==> config.mk <==
export PLATFORM = sky130hd
export DESIGN_NAME = stage_memory
export DESIGN_NICKNAME = d
export VERILOG_FILES = /design/src/rtl/stage_memory.sv
export SDC_FILE = /design/constraint.sdc
export NUM_CORES = 1
export LEC_CHECK = 0
export ABC_CLOCK_PERIOD_IN_PS = 2700
export BUFFER_PORTS_ARGS = -buffer_cell sky130_fd_sc_hd__buf_2
export CAP_MARGIN = 30
export CORE_AREA = 4 4 205 207
export CTS_BUF_LIST = sky130_fd_sc_hd__clkbuf_8
export DETAILED_ROUTE_END_ITERATION = 16
export DIE_AREA = 0 0 209 211
export GPL_TIMING_DRIVEN = 0
export SLEW_MARGIN = 0
export SYNTH_ARGS = -nofsm -noshare
export SYNTH_HDL_FRONTEND = slang
export SYNTH_SLANG_ARGS = --single-unit
==> constraint.sdc <==
create_clock -name clk -period 2.7 [get_ports clk]
set_clock_uncertainty 0.15 [all_clocks]
set_input_delay 0.135 -clock clk [delete_from_list [all_inputs] [get_ports clk]]
set_output_delay 0.135 -clock clk [all_outputs]
set_load 0.005 [all_outputs]
==> src/rtl/stage_memory.sv <==
// Memory pipeline stage: Avalon-MM initiator for scalar and 4-beat vector
// loads/stores, plus the writeback pipeline register.
module stage_memory #(
    parameter int unsigned BEATS_VEC   = 4,
    parameter int unsigned ADDR_STRIDE = 4
) (
    input  logic         clk,
    input  logic         rst_n,
    input  logic         mem_reg_write,
    input  logic         mem_mem_read,
    input  logic         mem_mem_write,
    input  logic [1:0]   mem_result_src,
    input  logic         mem_vector_op,
    input  logic [127:0] mem_alu_result,
    input  logic [127:0] mem_write_data,
    input  logic [4:0]   mem_rd,
    input  logic [31:0]  mem_pc_plus_4,
    output logic         mem_stall,
    output logic [31:0]  avm_address,
    output logic         avm_read,
    output logic         avm_write,
    output logic [31:0]  avm_writedata,
    input  logic         avm_waitrequest,
    input  logic [31:0]  avm_readdata,
    input  logic         avm_readdatavalid,
    output logic [127:0] wb_result,
    output logic         wb_reg_write,
    output logic [4:0]   wb_rd
);

    localparam int unsigned LANE_W = 32;

    localparam logic [1:0] IDLE   = 2'd0;
    localparam logic [1:0] REQ    = 2'd1;
    localparam logic [1:0] RDWAIT = 2'd2;
    localparam logic [1:0] DONE   = 2'd3;

    localparam logic [1:0] LAST_VEC = 2'(BEATS_VEC - 1);

    logic [1:0]   state, state_n;
    logic [1:0]   beat, beat_n, beat_inc;
    logic [127:0] ldbuf, ldbuf_n;
    logic [31:0]  address_n, writedata_n;
    logic         read_n, write_n;
    logic [127:0] wb_result_n;
    logic         wb_reg_write_n;
    logic [4:0]   wb_rd_n;
    logic         memop, last_beat;
    logic [31:0]  next_address, next_lane;

    assign memop     = mem_mem_read | mem_mem_write;
    assign mem_stall = memop & (state != DONE);
    assign last_beat = mem_vector_op ? (beat == LAST_VEC) : (beat == 2'd0);
    assign beat_inc  = beat + 2'd1;
    assign next_address = mem_alu_result[31:0] + 32'(ADDR_STRIDE) * 32'(beat_inc);

    // Store lane for the beat that follows the current one
    always_comb begin
        next_lane = mem_write_data[31:0];
        for (int i = 0; i < int'(BEATS_VEC); i++) begin
            if (beat_inc == 2'(i)) next_lane = mem_write_data[LANE_W*i +: LANE_W];
        end
    end

    // Next-state, request and writeback logic
    always_comb begin
        state_n        = state;
        beat_n         = beat;
        ldbuf_n        = ldbuf;
        address_n      = avm_address;
        read_n         = avm_read;
        write_n        = avm_write;
        writedata_n    = avm_writedata;
        wb_result_n    = 128'd0;
        wb_reg_write_n = 1'b0;
        wb_rd_n        = 5'd0;

        case (state)
            IDLE: begin
                if (memop) begin
                    beat_n      = 2'd0;
                    ldbuf_n     = 128'd0;
                    state_n     = REQ;
                    address_n   = mem_alu_result[31:0];
                    write_n     = mem_mem_write;
                    read_n      = ~mem_mem_write;
                    writedata_n = mem_write_data[31:0];
                end
            end
            REQ: begin
                if (!avm_waitrequest) begin
                    if (mem_mem_write) begin
                        if (last_beat) begin
                            write_n = 1'b0;
                            state_n = DONE;
                        end else begin
                            beat_n      = beat_inc;
                            address_n   = next_address;
                            writedata_n = next_lane;
                        end
                    end else begin
                        read_n  = 1'b0;
                        state_n = RDWAIT;
                    end
                end
            end
            RDWAIT: begin
                if (avm_readdatavalid) begin
                    for (int i = 0; i < int'(BEATS_VEC); i++) begin
                        if (beat == 2'(i)) ldbuf_n[LANE_W*i +: LANE_W] = avm_readdata;
                    end
                    if (last_beat) begin
                        state_n = DONE;
                    end else begin
                        beat_n    = beat_inc;
                        read_n    = 1'b1;
                        address_n = next_address;
                        state_n   = REQ;
                    end
                end
            end
            default: state_n = IDLE;
        endcase

        // A stalled instruction leaves a bubble in writeback
        if (!mem_stall) begin
            wb_reg_write_n = mem_reg_write;
            wb_rd_n        = mem_rd;
            case (mem_result_src)
                2'b01:   wb_result_n = ldbuf;
                2'b10:   wb_result_n = {96'd0, mem_pc_plus_4};
                default: wb_result_n = mem_alu_result;
            endcase
        end
    end

    always_ff @(posedge clk) begin
        if (!rst_n) begin
            state         <= IDLE;
            beat          <= 2'd0;
            ldbuf         <= 128'd0;
            avm_address   <= 32'd0;
            avm_read      <= 1'b0;
            avm_write     <= 1'b0;
            avm_writedata <= 32'd0;
            wb_result     <= 128'd0;
            wb_reg_write  <= 1'b0;
            wb_rd         <= 5'd0;
        end else begin
            state         <= state_n;
            beat          <= beat_n;
            ldbuf         <= ldbuf_n;
            avm_address   <= address_n;
            avm_read      <= read_n;
            avm_write     <= write_n;
            avm_writedata <= writedata_n;
            wb_result     <= wb_result_n;
            wb_reg_write  <= wb_reg_write_n;
            wb_rd         <= wb_rd_n;
        end
    end

endmodule

==> impl_metrics.tcl <==
set metrics [dict create \
    rsz0062_at_grt "false" \
    status "finished clean" \
    cts_buffers 59 \
    synthFlopType "dfxtp_1" \
    ant_nets 0 \
    drive_gt1_frac 0.2670 \
    slew_headroom 0.4251 \
    fin_crit_ns 2.551 \
    synth_edf_count 0 \
    dpl_worst_slack_ns -0.2907 \
    cts.path.max_buffers 3 \
    grt_pass1_vias 16900 \
    max_freq_mhz 391.9 \
    synth_commonest_cells "nor2_1 (405), dfxtp_1 (332), a21oi_1 (188), nand2_1 (179), a22oi_1 (156)" \
    grt_usage 0.2807 \
    cap_viol_max_count 0 \
    viasPerCell 5.117 \
    critPathCaptureType "flip-flop" \
    grt_pass1_wl_mm 97.70 \
    syn_area_mm2 0.01408 \
    yosysMostFrequentCell "nor2_1" \
    setup_viol 0 \
    fillerInstances 3698 \
    synth_top_area_cell "dfxtp_1" \
    ir_drop_v 0.0005018 \
    fin_crit_sh 0.9450 \
    syn-instance-count 1716 \
    cts-root-buf "clkbuf_8" \
    vias 16510 \
    fp.dieH_um 211 \
    globalplace.congestion 0.8928 \
    initial_utilization 0.3487 \
    fp.dieW_um 209 \
    leakage_nw 9.433 \
    cp_cell_sequence "inv_2, ha_1, mux2_2, a2bb2oi_1, nor2_1, clkbuf_2, o211ai_1, a21oi_1" \
    power_density_mw_per_mm2 807.4 \
    ys_warn_count 0 \
    avgSynthCellArea_um2 8.203 \
    drc 0 \
    clk_pin_slew_ns 0.06 \
    hold_viol 0 \
    hp-class "primary input to flip-flop" \
    area_growth_syn_to_layout_pct 57.24 \
    antenna_found_initial 7 \
    synth_cell_types 50 \
    die-area_mm2 0.04410 \
    crit_type "flip-flop to flip-flop" \
    worst-path-max-fanout 10 \
    crit_path_start_kind "flip-flop" \
    yosysSeqAreaShare 0.4722 \
    arrival_ns 2.96 \
    synth_top_area_share 0.4722 \
    cts_num_sinks 332 \
    insertion_delay_ns 0.68 \
    portBuffers 533 \
    required_ns 3.11 \
    nets 2993 \
    cts_tree "done" \
    wl_mm 65.83 \
    ys_ff_latch 332 \
    grt_max_degree 19 \
    fin_area_mm2 0.02213 \
    async_flop_share 0 \
    synth_nets 2068 \
    synth.area.top_cells "dfxtp_1 (47%), nor2_1 (11%), a22oi_1 (8.3%)" \
    utilization 0.5483 \
    io_pins 536 \
    dr.pass1.iters 7 \
    slowest_stage "dfxtp_1" \
    num_rows 74 \
    hpwl_mm 47.56 \
    wl_per_cell_um 20.40 \
    fp.coreArea_mm2 0.04037 \
    worst_pin_slew_ns 0.8623 \
    final_max_slew_viol_count 0 \
    cts_htree_levels 2 \
    drt-initial-drc-count 1281 \
    grt_overflow_total 0 \
    critPathMaxStageDelay_ns 0.44 \
    placed_area_mm2 0.01742 \
    setup_ws_ns 0.1486 \
]
==> sequential cells by signal, indices dropped and copies added (netlist names) <==
name / count
avm_writedata: 32
beat: 2
wb_rd: 5
ldbuf: 128
avm_address: 32
avm_write: 1
state: 2
wb_reg_write: 1
wb_result: 128
avm_read: 1
==> final cells by class <==
cell class	instances	area (um2)	share of cell area
buffer	149	629.4	0.02843
inverter	9	33.78	0.001526
clock inverter	35	281.5	0.01272
sequential	332	6646	0.3003
timing repair buffer	867	6013	0.2717
clock buffer	74	1018	0.04601
multi-input combinational	1223	6830	0.3086
tap	532	665.6	0.03007
antenna	6	15.01	0.0006784
==> worst paths after layout <==
path                      startpoint                 to  slack, ns  cells after the start
setup / recovery             beat[0]   avm_writedata[5]       0.15                      8
hold / removal    mem_write_data[55]  avm_writedata[23]       0.05                      6
setup reg to reg             beat[0]   avm_writedata[5]       0.15                      8
hold reg to reg    avm_writedata[21]  avm_writedata[21]       0.30                      2
==> per-layer routing <==
metal	track usage	routed length (um)	up-vias
met5	0	34	-
met4	0.1148	2504	6
met3	0.05792	4503	161
met2	0.5020	32920	746
met1	0.3293	25870	7809
li1	-	-	7791
==> worst max-delay path, delay by kind of cell (launching register included) <==
kind	cells	cell delay [ns]
AOI/OAI and AO/OA	3	0.48
buffers and inverters	2	0.45
DFF	1	0.44
and+or+nand+nor	1	0.35
muxes	1	0.34
adders and majority gates	1	0.23
==> cells by family after synthesis <==
| family | after synthesis | share of synthesized area |
|---|---|---|
| adder cells (fa/ha/maj) | 17 | 0.01564 |
| multiplexers | 71 | 0.05342 |
| AND/OR/NAND/NOR | 650 | 0.1879 |
| AO/OA/AOI/OAI | 457 | 0.2077 |
| flip-flops | 332 | 0.4722 |
| XOR/XNOR | 28 | 0.01742 |
| buffers and inverters | 161 | 0.04569 |
==> cells in the final DEF, fill, tap and decap left out, drive strengths merged, types with 18 or more instances in the layout <==
master,instances
a21oi,189
a22oi,156
buf,555
clkbuf,203
dfxtp,332
dlygate4sd3,332
inv,33
mux2,33
mux2i,38
nand2,179
nor2,405
o211ai,64
o21ai,26
xor2,18
==> where the power goes <==
group	switching (mW)	internal [mW]
registers	0.463	5.70
clock network	2.25	2.88
logic	3.93	2.66
==> per-stage QoR <==
stage	setup TNS, ns	power, mW	hold WS (ns)	cells
5_1_grt	0	18.86	0.05506	3225
4_1_cts	-0.05659	17.77	0.007926	3223
3_3_place_gp	-2.329	12.12	0.1910	2781
3_5_place_dp	-0.5634	12.23	0.1878	2782
2_1_floorplan	0	9.868	0.1067	1716
6_report	0	17.87	0.05437	3227
==> timing repair <==
item / 4_1_cts / 5_1_grt
buffers inserted: 1 / 0
hold buffers: 332 / 0
resized for setup: 2 / 52
endpoints found under the setup margin: 19 / 167
pin swaps: 1 / 0
endpoints found under the hold margin: 331 / 0
(Power assumes the default switching activity.)
